File: src/rtl/minifloat_pkg.sv
// Shared minifloat format: field widths, bias, flag layout, FSM states.
// Used by the integer encoder and the float ALU result path.
package minifloat_pkg;

    localparam int EXP_W      = 4;
    localparam int MANTISSA_W = 3;
    localparam int WIDTH      = 1 + EXP_W + MANTISSA_W;
    localparam int BIAS       = 2 ** (EXP_W - 1) - 1;
    localparam int EXP_INF    = 2 ** EXP_W - 1;

    localparam int FLG_OVF  = 2;
    localparam int FLG_ZERO = 1;
    localparam int FLG_NEG  = 0;

    typedef struct packed {
        logic                  sign;
        logic [EXP_W-1:0]      exp;
        logic [MANTISSA_W-1:0] mant;
    } minifloat_t;

    typedef enum logic [1:0] {
        IDLE  = 2'd0,
        NORM  = 2'd1,
        ROUND = 2'd2,
        OUT   = 2'd3
    } state_e;

endpackage

File: src/rtl/int_to_minifloat_if.sv
// Valid/ready bundle between the integer datapath and the encoder.
// slave = encoder side, master = producer/consumer side.
interface int_to_minifloat_if #(
    parameter int INT_W = 16
);
    import minifloat_pkg::*;

    logic             in_valid;
    logic             in_ready;
    logic [INT_W-1:0] in_data;
    logic             out_valid;
    logic             out_ready;
    minifloat_t       result;
    logic [2:0]       flags;

    modport slave (
        input  in_valid, in_data, out_ready,
        output in_ready, out_valid, result, flags
    );

    modport master (
        output in_valid, in_data, out_ready,
        input  in_ready, out_valid, result, flags
    );

endinterface

File: src/rtl/minifloat_round.sv
// Round-to-nearest-even, exponent bias and inf saturation for a
// normalised magnitude whose hidden 1 sits just above frac.
module minifloat_round
    import minifloat_pkg::*;
#(
    parameter int IN_W = 16,
    parameter int EW   = 5
) (
    input  logic            sign,
    input  logic [IN_W-2:0] frac,
    input  logic [EW-1:0]   e,
    output minifloat_t      result,
    output logic            ovf
);

    localparam int FW = IN_W - 1;
    localparam int BW = ((EW > EXP_W) ? EW : EXP_W) + 2;

    logic [MANTISSA_W-1:0] m;
    logic                  guard;
    logic                  sticky;
    logic                  up;
    logic [MANTISSA_W:0]   m_r;
    logic [BW-1:0]         be;

    // RNE on the kept bits, carry bumps exponent, saturate past max finite
    always_comb begin
        m      = frac[FW-1 -: MANTISSA_W];
        guard  = frac[FW-1-MANTISSA_W];
        sticky = |frac[FW-2-MANTISSA_W:0];
        up     = guard & (sticky | m[0]);
        m_r    = {1'b0, m} + (MANTISSA_W+1)'(up);
        be     = BW'(e) + BW'(BIAS) + BW'(m_r[MANTISSA_W]);
        ovf    = be > BW'(EXP_INF - 1);
        result.sign = sign;
        if (ovf) begin
            result.exp  = EXP_W'(EXP_INF);
            result.mant = '0;
        end else begin
            result.exp  = be[EXP_W-1:0];
            result.mant = m_r[MANTISSA_W-1:0];
        end
    end

endmodule

File: src/rtl/int_to_minifloat.sv
// Multi-cycle signed integer to minifloat encoder, one conversion
// in flight, normalising one bit per cycle.
module int_to_minifloat
    import minifloat_pkg::*;
#(
    parameter int INT_W = 16
) (
    input logic               clk,
    input logic               rst_n,
    int_to_minifloat_if.slave bus
);

    localparam int EW = $clog2(INT_W) + 1;

    localparam logic [1:0] ST_IDLE  = IDLE;
    localparam logic [1:0] ST_NORM  = NORM;
    localparam logic [1:0] ST_ROUND = ROUND;
    localparam logic [1:0] ST_OUT   = OUT;

    logic [1:0]           state;
    logic                 sign;
    logic [INT_W-1:0]     mag;
    logic [INT_W-1:0]     abs_in;
    logic signed [EW-1:0] e;
    minifloat_t           rnd_res;
    logic                 rnd_ovf;
    minifloat_t           result_q;
    logic [2:0]           flags_q;

    // most negative input wraps to 2**(INT_W-1), which fits unsigned
    assign abs_in = bus.in_data[INT_W-1] ? (~bus.in_data + 1'b1)
                                         : bus.in_data;

    assign bus.in_ready  = (state == ST_IDLE);
    assign bus.out_valid = (state == ST_OUT);
    assign bus.result    = result_q;
    assign bus.flags     = flags_q;

    minifloat_round #(
        .IN_W (INT_W),
        .EW   (EW)
    ) u_round (
        .sign   (sign),
        .frac   (mag[INT_W-2:0]),
        .e      (e),
        .result (rnd_res),
        .ovf    (rnd_ovf)
    );

    // conversion FSM: capture, shift until MSB set, round, hold result
    always_ff @(posedge clk or negedge rst_n) begin
        if (!rst_n) begin
            state    <= ST_IDLE;
            sign     <= 1'b0;
            mag      <= '0;
            e        <= '0;
            result_q <= '0;
            flags_q  <= '0;
        end else begin
            unique case (state)
                ST_IDLE: begin
                    if (bus.in_valid) begin
                        sign <= bus.in_data[INT_W-1];
                        mag  <= abs_in;
                        e    <= EW'(INT_W - 1);
                        if (abs_in == '0) begin
                            result_q          <= '0;
                            flags_q           <= '0;
                            flags_q[FLG_ZERO] <= 1'b1;
                            state             <= ST_OUT;
                        end else begin
                            state <= ST_NORM;
                        end
                    end
                end
                ST_NORM: begin
                    if (!mag[INT_W-1]) begin
                        mag <= mag << 1;
                        e   <= e - 1'b1;
                    end else begin
                        state <= ST_ROUND;
                    end
                end
                ST_ROUND: begin
                    result_q          <= rnd_res;
                    flags_q[FLG_OVF]  <= rnd_ovf;
                    flags_q[FLG_ZERO] <= 1'b0;
                    flags_q[FLG_NEG]  <= sign;
                    state             <= ST_OUT;
                end
                ST_OUT: begin
                    if (bus.out_ready) state <= ST_IDLE;
                end
                default: state <= ST_IDLE;
            endcase
        end
    end

endmodule

File: src/flat_wrapper.sv
// flat-port wrapper written by rule: the top's interface ports become plain ports
module int_to_minifloat_flat import minifloat_pkg::*;
#(
    parameter int INT_W = 16
)
  (clk, rst_n, bus_in_valid, bus_in_data, bus_out_ready, bus_in_ready, bus_out_valid, bus_result, bus_flags);
  int_to_minifloat_if #(.INT_W(INT_W)) bus_i ();
  input logic clk;
  input logic rst_n;
  input wire logic [$bits(bus_i.in_valid)-1:0] bus_in_valid;
  input wire logic [$bits(bus_i.in_data)-1:0] bus_in_data;
  input wire logic [$bits(bus_i.out_ready)-1:0] bus_out_ready;
  output wire logic [$bits(bus_i.in_ready)-1:0] bus_in_ready;
  output wire logic [$bits(bus_i.out_valid)-1:0] bus_out_valid;
  output wire logic [$bits(bus_i.result)-1:0] bus_result;
  output wire logic [$bits(bus_i.flags)-1:0] bus_flags;
  assign bus_i.in_valid = bus_in_valid;
  assign bus_i.in_data = bus_in_data;
  assign bus_i.out_ready = bus_out_ready;
  assign bus_in_ready = bus_i.in_ready;
  assign bus_out_valid = bus_i.out_valid;
  assign bus_result = bus_i.result;
  assign bus_flags = bus_i.flags;
  int_to_minifloat #(.INT_W(INT_W)) u_core (.clk(clk), .rst_n(rst_n), .bus(bus_i));
endmodule
File: config.mk
export PLATFORM = sky130hd
export DESIGN_NAME = int_to_minifloat_flat
export DESIGN_NICKNAME = d
export VERILOG_FILES = /design/src/rtl/minifloat_pkg.sv /design/src/rtl/int_to_minifloat_if.sv /design/src/rtl/minifloat_round.sv /design/src/rtl/int_to_minifloat.sv /design/src/flat_wrapper.sv
export SDC_FILE = /design/constraint.sdc
export NUM_CORES = 1
export LEC_CHECK = 0
export CORE_ASPECT_RATIO = 1.1
export CORE_MARGIN = 4
export CORE_UTILIZATION = 33
export CTS_BUF_LIST = sky130_fd_sc_hd__clkbuf_4
export CTS_CLUSTER_DIAMETER = 200
export CTS_CLUSTER_SIZE = 24
export DETAILED_ROUTE_END_ITERATION = 12
export GPL_TIMING_DRIVEN = 1
export PLACE_DENSITY_LB_ADDON = 0.05
export SYNTH_ARGS = -nofsm -noshare
export SYNTH_HDL_FRONTEND = slang
export SYNTH_SLANG_ARGS = --single-unit
File: constraint.sdc
create_clock -name clk -period 2.87 [get_ports clk]
set_input_delay 0.574 -clock clk [delete_from_list [all_inputs] [get_ports clk]]
set_output_delay 0.574 -clock clk [all_outputs]
set_load 0.01 [all_outputs]
# ---- After elaboration in Yosys (flattened, before gate mapping)
# Index checks and enable logic that the tools add are counted.
dict set report op_classes {
  n_addsub 5
  magnitude_cmp 1
  n_eq_ne 8
  mux 19
  n_bitwise 3
  reduce_logical 10
}
# cell count
set ops {}
lappend ops {{16-bit 2-to-1 mux} 3}
lappend ops {{16-bit case mux with 2 select lines} 1}
lappend ops {{16-bit by 1-bit adder with 16-bit output, second input constant} 1}
lappend ops {{16-bit logical NOT} 1}
lappend ops {{8-bit 2-to-1 mux} 2}
lappend ops {{16-bit inverter} 1}
lappend ops {{8-bit case mux with 2 select lines} 1}
lappend ops {{11-bit OR reduction} 1}
lappend ops {{5-bit 2-to-1 mux} 2}
lappend ops {{5-bit case mux with 2 select lines} 1}
lappend ops {{3-bit AND reduction} 3}
lappend ops {{2-bit 2-to-1 mux} 4}
lappend ops {{2-bit case mux with 4 select lines} 1}
lappend ops {{6-bit by 1-bit adder with 7-bit output} 1}
lappend ops {{7-bit by 4-bit greater-than comparator with 1-bit output, second input constant} 1}
lappend ops {{7-bit 2-to-1 mux} 1}
lappend ops {{5-bit by 3-bit adder with 6-bit output, second input constant} 1}
lappend ops {{3-bit 2-to-1 mux} 2}
lappend ops {{2-bit != test, second input constant} 3}
lappend ops {{3-bit case mux with 2 select lines} 1}
lappend ops {{5-bit by 1-bit subtractor with 5-bit output, second input constant} 1}
lappend ops {{3-bit by 1-bit adder with 4-bit output} 1}
lappend ops {{2-bit equality test, second input constant} 2}
lappend ops {{2-bit by 1-bit != test with 1-bit output, second input constant} 2}
lappend ops {{6 further kinds} 8}
dict set report totals {
  register_bits 35
  inputBits 20
  out_inout_bits 13
  elab_cells 55
}

# ---- Logic depth before layout (Yosys ltp)
# Gate-level depths: netlist (run 1).
dict set report depth {
  ltp_word 8
  ltp_mapped 11
  mapped_depth_nobuf 11
}

# ---- Hierarchy
# A second synthesis (run 1) with hierarchy kept.
dict set report hier_totals {
  cells_unflattened 338
  area_unflattened_um2 2788.9
}
# module n_inst cells_per_inst area_per_inst_um2 seq_area_each_um2
set by_module_without_submodules {}
lappend by_module_without_submodules {int_to_minifloat 1 298 2499.9 875.8}
lappend by_module_without_submodules {minifloat_round 1 40 289.0 0.0}

# ---- Worst setup path before layout (run 1)
# Ideal clock, no wire load.
dict set report synth_timing {
  kind {input-to-reg}
  startpoint {in bus_in_data[0]}
  endpoint {reg u_core.flags_q[2] (netlist: u_core.bus.flags[2])}
  setup_time_ns 0.125
  t_arrival_ns 2.884
  required_time_ns 2.745
  slack_ns -0.139
  cell_stages 10
  n_path_buf 1
  path_cell_list {inv_1 ha_1 or4b_4 buf_6 o41ai_4 xor2_1 and4_4 nand2_2 o2bb2ai_4 mux2_4}
}
dict set report synth_via {
  elab_chain_len 6
}
# element line
set synth_rtl {}
lappend synth_rtl {{from (decl)} flat_wrapper.sv:11} ;# input wire logic [$bits(bus_i.in_data)-1:0] bus_in_data;
lappend synth_rtl {{16-bit inverter} int_to_minifloat.sv:31} ;# assign abs_in = bus.in_data[INT_W-1] ? (~bus.in_data + 1'b1)
lappend synth_rtl {{16-bit by 1-bit adder with 16-bit output} int_to_minifloat.sv:31}
lappend synth_rtl {{16-bit 2-to-1 mux *} int_to_minifloat.sv:31}
lappend synth_rtl {{16-bit logical NOT *} int_to_minifloat.sv:66} ;# if (abs_in == '0) begin
lappend synth_rtl {{2-bit by 1-bit != test with 1-bit output (no line) *} --}
lappend synth_rtl {{3-bit AND reduction (no line) *} --}
lappend synth_rtl {{to (signal, indexed assignment)} int_to_minifloat.sv:86} ;# flags_q[FLG_OVF] <= rnd_ovf;
lappend synth_rtl {{to (signal, indexed assignment)} int_to_minifloat.sv:88} ;# flags_q[FLG_NEG] <= sign;
lappend synth_rtl {{to (decl)} int_to_minifloat.sv:28} ;# logic [2:0] flags_q;
# Mark *: on every way between the ends. The rest lies on a longest branch, timed or not.
# A chain may end at the register's enable or synchronous reset.

# ---- Worst setup path in the final report (run 1)
dict set report layout_timing {
  startpoint {in bus_in_data[3]}
  endpoint {reg u_core.result_q (netlist bit u_core.bus.result[2])}
}
dict set report layout_via {
  elab_chain_len 6
}
# element line
set layout_rtl {}
lappend layout_rtl {{16-bit inverter} int_to_minifloat.sv:31}
lappend layout_rtl {{16-bit by 1-bit adder with 16-bit output} int_to_minifloat.sv:31}
lappend layout_rtl {{16-bit 2-to-1 mux *} int_to_minifloat.sv:31}
lappend layout_rtl {{16-bit logical NOT *} int_to_minifloat.sv:66}
lappend layout_rtl {{2-bit by 1-bit != test with 1-bit output (no line) *} --}
lappend layout_rtl {{3-bit AND reduction (no line) *} --}
lappend layout_rtl {{to (signal assigned)} int_to_minifloat.sv:85} ;# result_q <= rnd_res;
lappend layout_rtl {{to (decl)} int_to_minifloat.sv:27} ;# minifloat_t result_q;
# Marked as above.

==> results of run 1 <==
## what timing repair did
action	CTS	global route
pin swaps	11	10
setup buffers	7	4
endpoints found under the setup margin	9	10
hold buffers	0	0
resized for setup	12	11
## metal layers
layer | track usage | vias up
met1 | 0.191 | 1016
met4 | 0.0430 | 0
li1 | - | 1109
met2 | 0.279 | 29
met3 | 0.0264 | 8
met5 | 0 | -
## cell type report
type	instances	share of cell area
tap	85	0.0310
timing repair buffer	96	0.243
clock inverter	2	0.00984
inverter	12	0.0131
clock buffer	5	0.0109
multi-input combinational	203	0.444
sequential	34	0.248
## cells in the final DEF, fill, tap and decap left out, types with 3 or more instances in the layout
master | synthesis | routed
a21boi_0 | 4 | 4
a21oi_1 | 19 | 19
and3_1 | 5 | 4
buf_4 | 1 | 60
clkbuf_4 | 0 | 5
clkdlybuf4s50_1 | 0 | 26
dfrtp_1 | 34 | 34
dlygate4sd2_1 | 0 | 3
ha_1 | 10 | 9
inv_1 | 12 | 10
mux2_4 | 6 | 6
mux2i_1 | 6 | 6
nand2_1 | 26 | 26
nand3_1 | 4 | 4
nor2_1 | 26 | 26
nor2b_1 | 3 | 3
nor3_1 | 3 | 3
nor4_1 | 4 | 3
o21ai_0 | 22 | 22
o41ai_2 | 0 | 3
or4_4 | 1 | 3
xnor2_1 | 6 | 6
xor2_1 | 11 | 9
## how the worst min path moves through the flow
stage	end	slack [ns]	cells after the start
final	u_core.sign	0.49	2
after global routing	u_core.sign	0.53	2
after CTS	u_core.sign	0.50	2
after detailed placement	u_core.sign	0.47	2
after global placement	u_core.sign	0.47	2
after floorplan	u_core.bus.flags[0]	0.28	0
## critical path, delay by kind of cell
family,cells,cell delay (ns)
AOI/OAI and AO/OA,2,0.33
xor gates and xnor gates,1,0.19
buffers and inverters,3,0.76
muxes,1,0.29
and+or+nand+nor,3,0.89
## kinds of logic after synthesis
| family | Yosys count |
|---|---|
| AO/OA/AOI/OAI | 69 |
| XOR/XNOR | 18 |
| adder cells (fa/ha/maj) | 10 |
| buffers and inverters | 24 |
| flip-flops | 34 |
| multiplexers | 14 |
| AND/OR/NAND/NOR | 92 |
## report_power, final
part	internal, uW	switching (uW)
Clock	176	169
Sequential	660	161
Combinational	634	661
Total	1470	991
## metrics by stage
stage                     utilization  setup TNS (ns)
after floorplan                     -               0
after global placement          0.456           -5.07
after detailed placement        0.456           -5.02
after CTS                       0.478               0
after global routing            0.490         -0.0514
final                           0.490               0
## sequential cells by signal, indices dropped and copies added, names as in the netlist
name / flops
u_core.e: 5
u_core.mag: 16
u_core.bus.result: 7
u_core.state: 2
u_core.bus.flags: 3
u_core.sign: 1
==> impl_metrics.py, run 1 <==
metrics = {
    "routing": {
        "top_layer": "met4",
        "drt-total-wl_mm": 6.25,
        "num_vias": 2162,
        "dr.pass1.iters": 5,
        "wl_per_cell_um": 14.3,
        "vias_per_cell": 4.95,
        "dr_wl_met3_um": 157,
        "wl_met1_mm": 2.62,
        "ant_nets": 0,
        "dr_wl_met2_mm": 3.37,
        "drt_iter0_drc": 71,
        "drc": 0,
    },
    "placement": {
        "dp_hpwl_mm": 5.02,
        "place_congestion": 0.802,
        "port_buffers": 32,
        "placed_area_um2": 3200,
        "placed_cells": 420,
        "place_ws_ns": -0.501,
    },
    "floorplan": {
        "rows": 32,
        "die_w_um": 88.9,
        "initial_core_util": 0.339,
        "dieArea_um2": 8620,
        "core-area_um2": 7010,
        "die_h_um": 97.0,
        "io_pins": 33,
    },
    "global_routing": {
        "grt_max_degree": 35,
        "grt_usage": 0.157,
        "grt_pass1_vias": 2245,
        "grt-ovfl-total": 0,
        "antenna_found_initial": 0,
        "grt_pass1_wl_mm": 10.8,
    },
    "finish": {
        "fill_cells": 687,
        "syn2layout_area_growth_pct": 44.5,
        "drive_above_1_share": 0.304,
        "area.sequential_um2": 851,
        "nets": 382,
        "antenna_cells": 0,
        "multi_input_area_um2": 1520,
        "fin_area_um2": 3430,
        "final_cells": 437,
    },
    "synth": {
        "synthCells": 261,
        "synthMostInstantiatedCell": "dfrtp_1",
        "synth_fa_ha_area_frac": 0.0527,
        "synth-xor-area-share": 0.0695,
        "synth_top_family_by_area": "simple AND/OR/NAND/NOR gates",
        "synth_compound_area_frac": 0.199,
        "async_flop_share": 1.00,
        "synth_seq_cells": 34,
        "synth_top_area_frac": 0.358,
        "yosysWarnings": 0,
        "yosys.area_share.simple": 0.204,
        "synth_area_um2": 2370,
        "ys_seq_area_frac": 0.358,
        "synth_edf_count": 0,
        "ys_types": 54,
        "synth_nets": 291,
        "synthFlopType": "dfrtp_1",
        "synthTopCellsByArea": "dfrtp_1, ha_1, o21ai_0",
        "yosys-mux-area-fraction": 0.0727,
        "synth_area_per_cell_um2": 9.10,
        "synth_top_area_cell": "dfrtp_1",
        "synth_common_cells": "dfrtp_1, nand2_1, nor2_1",
    },
    "critical_path": {
        "r2r_start": "u_core.mag[11]",
        "path_max_fanout": 8,
        "cp_slowest_cell": "or4b_4",
        "endpoint": "u_core.bus.result[2]",
        "critPathLaunchType": "primary input",
        "cp-end-kind": "flip-flop",
        "r2r-end": "u_core.bus.flags[2]",
        "worstRegToRegCells": 10,
        "reg2reg_slack_ns": 0.45,
        "path_cells": "clkdlybuf4s50_1 > or4b_4 > buf_4 > o31ai_4 > xor2_2 > and4_4 > nand2_2 > o2bb2ai_4 > buf_12 > mux2_4",
        "worstPathArrival_ns": 3.05,
        "cp-startpoint": "bus_in_data[3]",
        "worst-setup-path-type": "in2reg",
        "slowest_delay_ns": 0.58,
        "critPathRequiredTime_ns": 3.11,
    },
    "sta": {
        "period_share": 0.980,
        "fin_hold_ws_ns": 0.493,
        "tightest_slew_ns": 0.516,
        "final_hold_viol_count": 0,
        "final.setup.worst_slack_ns": 0.0571,
        "finalCriticalPeriod_ns": 2.81,
        "setup_viol": 0,
        "slew_headroom": 0.652,
        "drv_slew": 0,
        "max_clock_freq_mhz": 356,
        "clock_skew_ns": 0.0103,
    },
    "clock_tree": {
        "cts-buffers-inserted": 5,
        "clock_sinks": 34,
        "cts_max_level": 2,
        "cts_buffer_depth": 2,
        "clock_latency_ns": 0.34,
        "cts_tree": "yes",
        "clk_pin_slew_worst_paths_ns": 0.11,
        "cts-root-buf": "clkbuf_4",
    },
    "pwr": {
        "power_uw": 2460,
        "max-vdd-ir-drop_mv": 0.330,
        "power_density_nw_per_um2": 717,
        "p_leak_uw": 0.00156,
    },
    "status": {
        "status": "completed",
    },
    "run": {
        "drv_cap": 0,
    },
    "worst_hold_path": {
        "hp-class": "reg2reg",
        "hp-start": "u_core.sign",
    },
}
(Power assumes the default switching activity.)
==> run 2: changes to the inputs <==
--- a/config.mk
+++ b/config.mk
@@ -13,6 +13,7 @@
 export CTS_CLUSTER_SIZE = 24
 export DETAILED_ROUTE_END_ITERATION = 12
 export GPL_TIMING_DRIVEN = 1
+export HOLD_SLACK_MARGIN = 0.1
 export PLACE_DENSITY_LB_ADDON = 0.05
 export SYNTH_ARGS = -nofsm -noshare
 export SYNTH_HDL_FRONTEND = slang
==> results of run 2 <==
The final DEF is identical to that of run 1; final timing and power are the same.
==> run 3: changes to the inputs <==
--- a/config.mk
+++ b/config.mk
@@ -17,4 +17,5 @@
 export PLACE_DENSITY_LB_ADDON = 0.05
 export SYNTH_ARGS = -nofsm -noshare
 export SYNTH_HDL_FRONTEND = slang
+export SYNTH_HIERARCHICAL = 1
 export SYNTH_SLANG_ARGS = --single-unit
==> impl_metrics.py, run 3 <==
metrics = {
    "critical_path": {
        "r2r_start": "u_core/mag[12]",
        "cp_slowest_cell": "or4b_4",
        "path_max_fanout": 6,
        "worstPathArrival_ns": 3.05,
        "cp-end-kind": "flip-flop",
        "worst-setup-path-type": "in2reg",
        "critPathLaunchType": "primary input",
        "r2r-end": "u_core/bus.result[1]",
        "worstRegToRegCells": 10,
        "crit_buf_inv": 3,
        "reg2reg_slack_ns": 0.22,
        "path_cells": "buf_2 > inv_12 > ha_4 > or4b_4 > o211a_1 > or3_4 > a2111oi_4 > buf_4 > a32oi_1 > a211o_1",
        "critPathRequiredTime_ns": 3.12,
        "critical_path.top_delay_family": "compound AO/OA/AOI/OAI gates",
        "slowest_delay_ns": 0.47,
    },
    "floorplan": {
        "core-area_um2": 8080,
        "rows": 34,
        "die_w_um": 95.7,
        "dieArea_um2": 9990,
        "die_h_um": 104,
        "io_pins": 33,
        "initial_core_util": 0.345,
    },
    "clock_tree": {
        "cts_max_level": 2,
        "cts_buffer_depth": 2,
        "cts-buffers-inserted": 5,
        "clk_pin_slew_worst_paths_ns": 0.13,
        "clock_latency_ns": 0.34,
        "clock_sinks": 35,
        "cts_hold_buf": 0,
        "cts-root-buf": "clkbuf_4",
        "cts_tree": "yes",
    },
    "sta": {
        "fin_hold_ws_ns": 0.307,
        "rsz0062_at_grt": "no",
        "tightest_slew_ns": 0.864,
        "drv_slew": 0,
        "setup_viol": 0,
        "period_share": 0.975,
        "slew_headroom": 0.424,
        "max_clock_freq_mhz": 357,
        "final_hold_viol_count": 0,
        "clock_skew_ns": 0.0139,
        "finalCriticalPeriod_ns": 2.80,
    },
    "finish": {
        "syn2layout_area_growth_pct": 33.2,
        "utilization": 0.459,
        "nets": 434,
        "final_common_cell": "buf_4",
        "largest_reg_flops": 16,
        "final_cell_mix": "buf_4, nand2_1, dfrtp_1",
        "drive_above_1_share": 0.217,
        "antenna_cells": 0,
        "top_register": "u_core/mag",
        "fill_cells": 831,
    },
    "synth": {
        "synthFlopType": "dfrtp_1",
        "synth_nets": 367,
        "ys_seq_area_frac": 0.314,
        "synth_edf_count": 0,
        "synth_area_um2": 2790,
        "synthTopCellsByArea": "dfrtp_1, nand2_1, o21ai_0",
        "synth_area_per_cell_um2": 8.25,
        "synthMostInstantiatedCell": "nand2_1",
        "synth_top_area_cell": "dfrtp_1",
        "async_flop_share": 1.00,
        "yosysWarnings": 6,
        "synth_common_cells": "nand2_1, dfrtp_1, o21ai_0",
        "synth_top_area_frac": 0.314,
        "synth_seq_cells": 35,
        "ys_types": 59,
        "synthCells": 338,
    },
    "pwr": {
        "power_uw": 2880,
        "p_leak_uw": 0.00162,
        "p_sw_uw": 1280,
        "max-vdd-ir-drop_mv": 0.341,
        "power.clock.fraction": 0.096,
        "comb_power_share": 0.587,
        "p_int_uw": 1590,
        "sw_frac_of_total": 0.446,
        "seq_power_share": 0.318,
        "power_density_nw_per_um2": 774,
    },
    "routing": {
        "drc": 0,
        "wl_per_cell_um": 16.0,
        "ant_nets": 0,
        "vias_per_cell": 5.32,
        "num_vias": 2734,
        "drt_iter0_drc": 122,
        "drt-total-wl_mm": 8.21,
        "dr.pass1.iters": 4,
    },
    "status": {
        "status": "completed",
    },
    "global_routing": {
        "grt_pass1_wl_mm": 13.5,
        "grt_usage": 0.169,
        "grt-ovfl-total": 0,
        "grt_max_degree": 36,
        "grt_pass1_vias": 2637,
        "antenna_found_initial": 0,
    },
    "placement": {
        "dp_hpwl_mm": 6.05,
        "port_buffers": 32,
        "place_congestion": 0.822,
    },
    "run": {
        "drv_cap": 0,
    },
    "worst_hold_path": {
        "hp-class": "in2async",
    },
}
run 3: power groups by stage:
stage	logic (uW)	registers, uW	clock network (uW)
final	1690	913	275
after global routing	1890	948	309
after detailed placement	1680	923	0
after CTS	1690	914	292
after global placement	1670	921	0
after floorplan	1140	891	0
run 3: cell families after synthesis:
logic type / synth area share
AO/OA/AOI/OAI: 0.276
XOR/XNOR: 0.0534
adder cells (fa/ha/maj): 0.0404
buffers and inverters: 0.0646
flip-flops: 0.314
multiplexers: 0.0112
AND/OR/NAND/NOR: 0.240
run 3: worst max-delay path by stage:
| stage | from | endpoint | slack (ns) | depth (start not counted) |
|---|---|---|---|---|
| 2_1_floorplan | bus_in_data[1] | u_core/bus.flags[0] | -0.08 | 10 |
| 3_3_place_gp | bus_in_data[1] | u_core/bus.result[5] | -0.71 | 10 |
| 3_5_place_dp | bus_in_data[1] | u_core/bus.result[4] | -0.75 | 11 |
| 4_1_cts | bus_in_data[5] | u_core/bus.result[7] | 0.04 | 8 |
| 5_1_grt | bus_in_data[9] | u_core/bus.result[7] | 0.01 | 9 |
| 6_report | bus_in_data[1] | u_core/bus.result[0] | 0.07 | 10 |
run 3: timing repair:
item	in CTS	in global routing
hold endpoints to repair	0	0
gates resized for setup	23	8
pin swaps	8	7
endpoints found under the setup margin	12	5
buffers inserted	0	3
run 3: area by class of cell:
cell class,count,area (um2),share of cell area
well taps,108,135,0.0364
inverters,18,87.6,0.0236
clock buffers,5,37.5,0.0101
clock inverters,3,15.0,0.00404
multi-input cells,261,1850,0.499
flip-flops and latches,35,876,0.236
repair buffers,84,711,0.191
run 3: routing by layer:
metal / vias up / global-route usage / part of all wire
met5: - / 0 / 0
met4: 0 / 0.0427 / 0.017
met3: 10 / 0.0232 / 0.030
met2: 50 / 0.290 / 0.50
met1: 1303 / 0.218 / 0.45
li1: 1371 / - / -
run 3: metrics by stage:
step / instance area, um2 / std cells / setup slack, ns / setup TNS [ns]
after detailed placement: 3540 / 503 / -0.755 / -9.67
after global placement: 3540 / 503 / -0.705 / -9.03
after CTS: 3630 / 511 / 0.0354 / 0
final: 3710 / 514 / 0.0714 / 0
after global routing: 3710 / 514 / 0.00974 / 0
after floorplan: 2830 / 338 / -0.0835 / -0.694
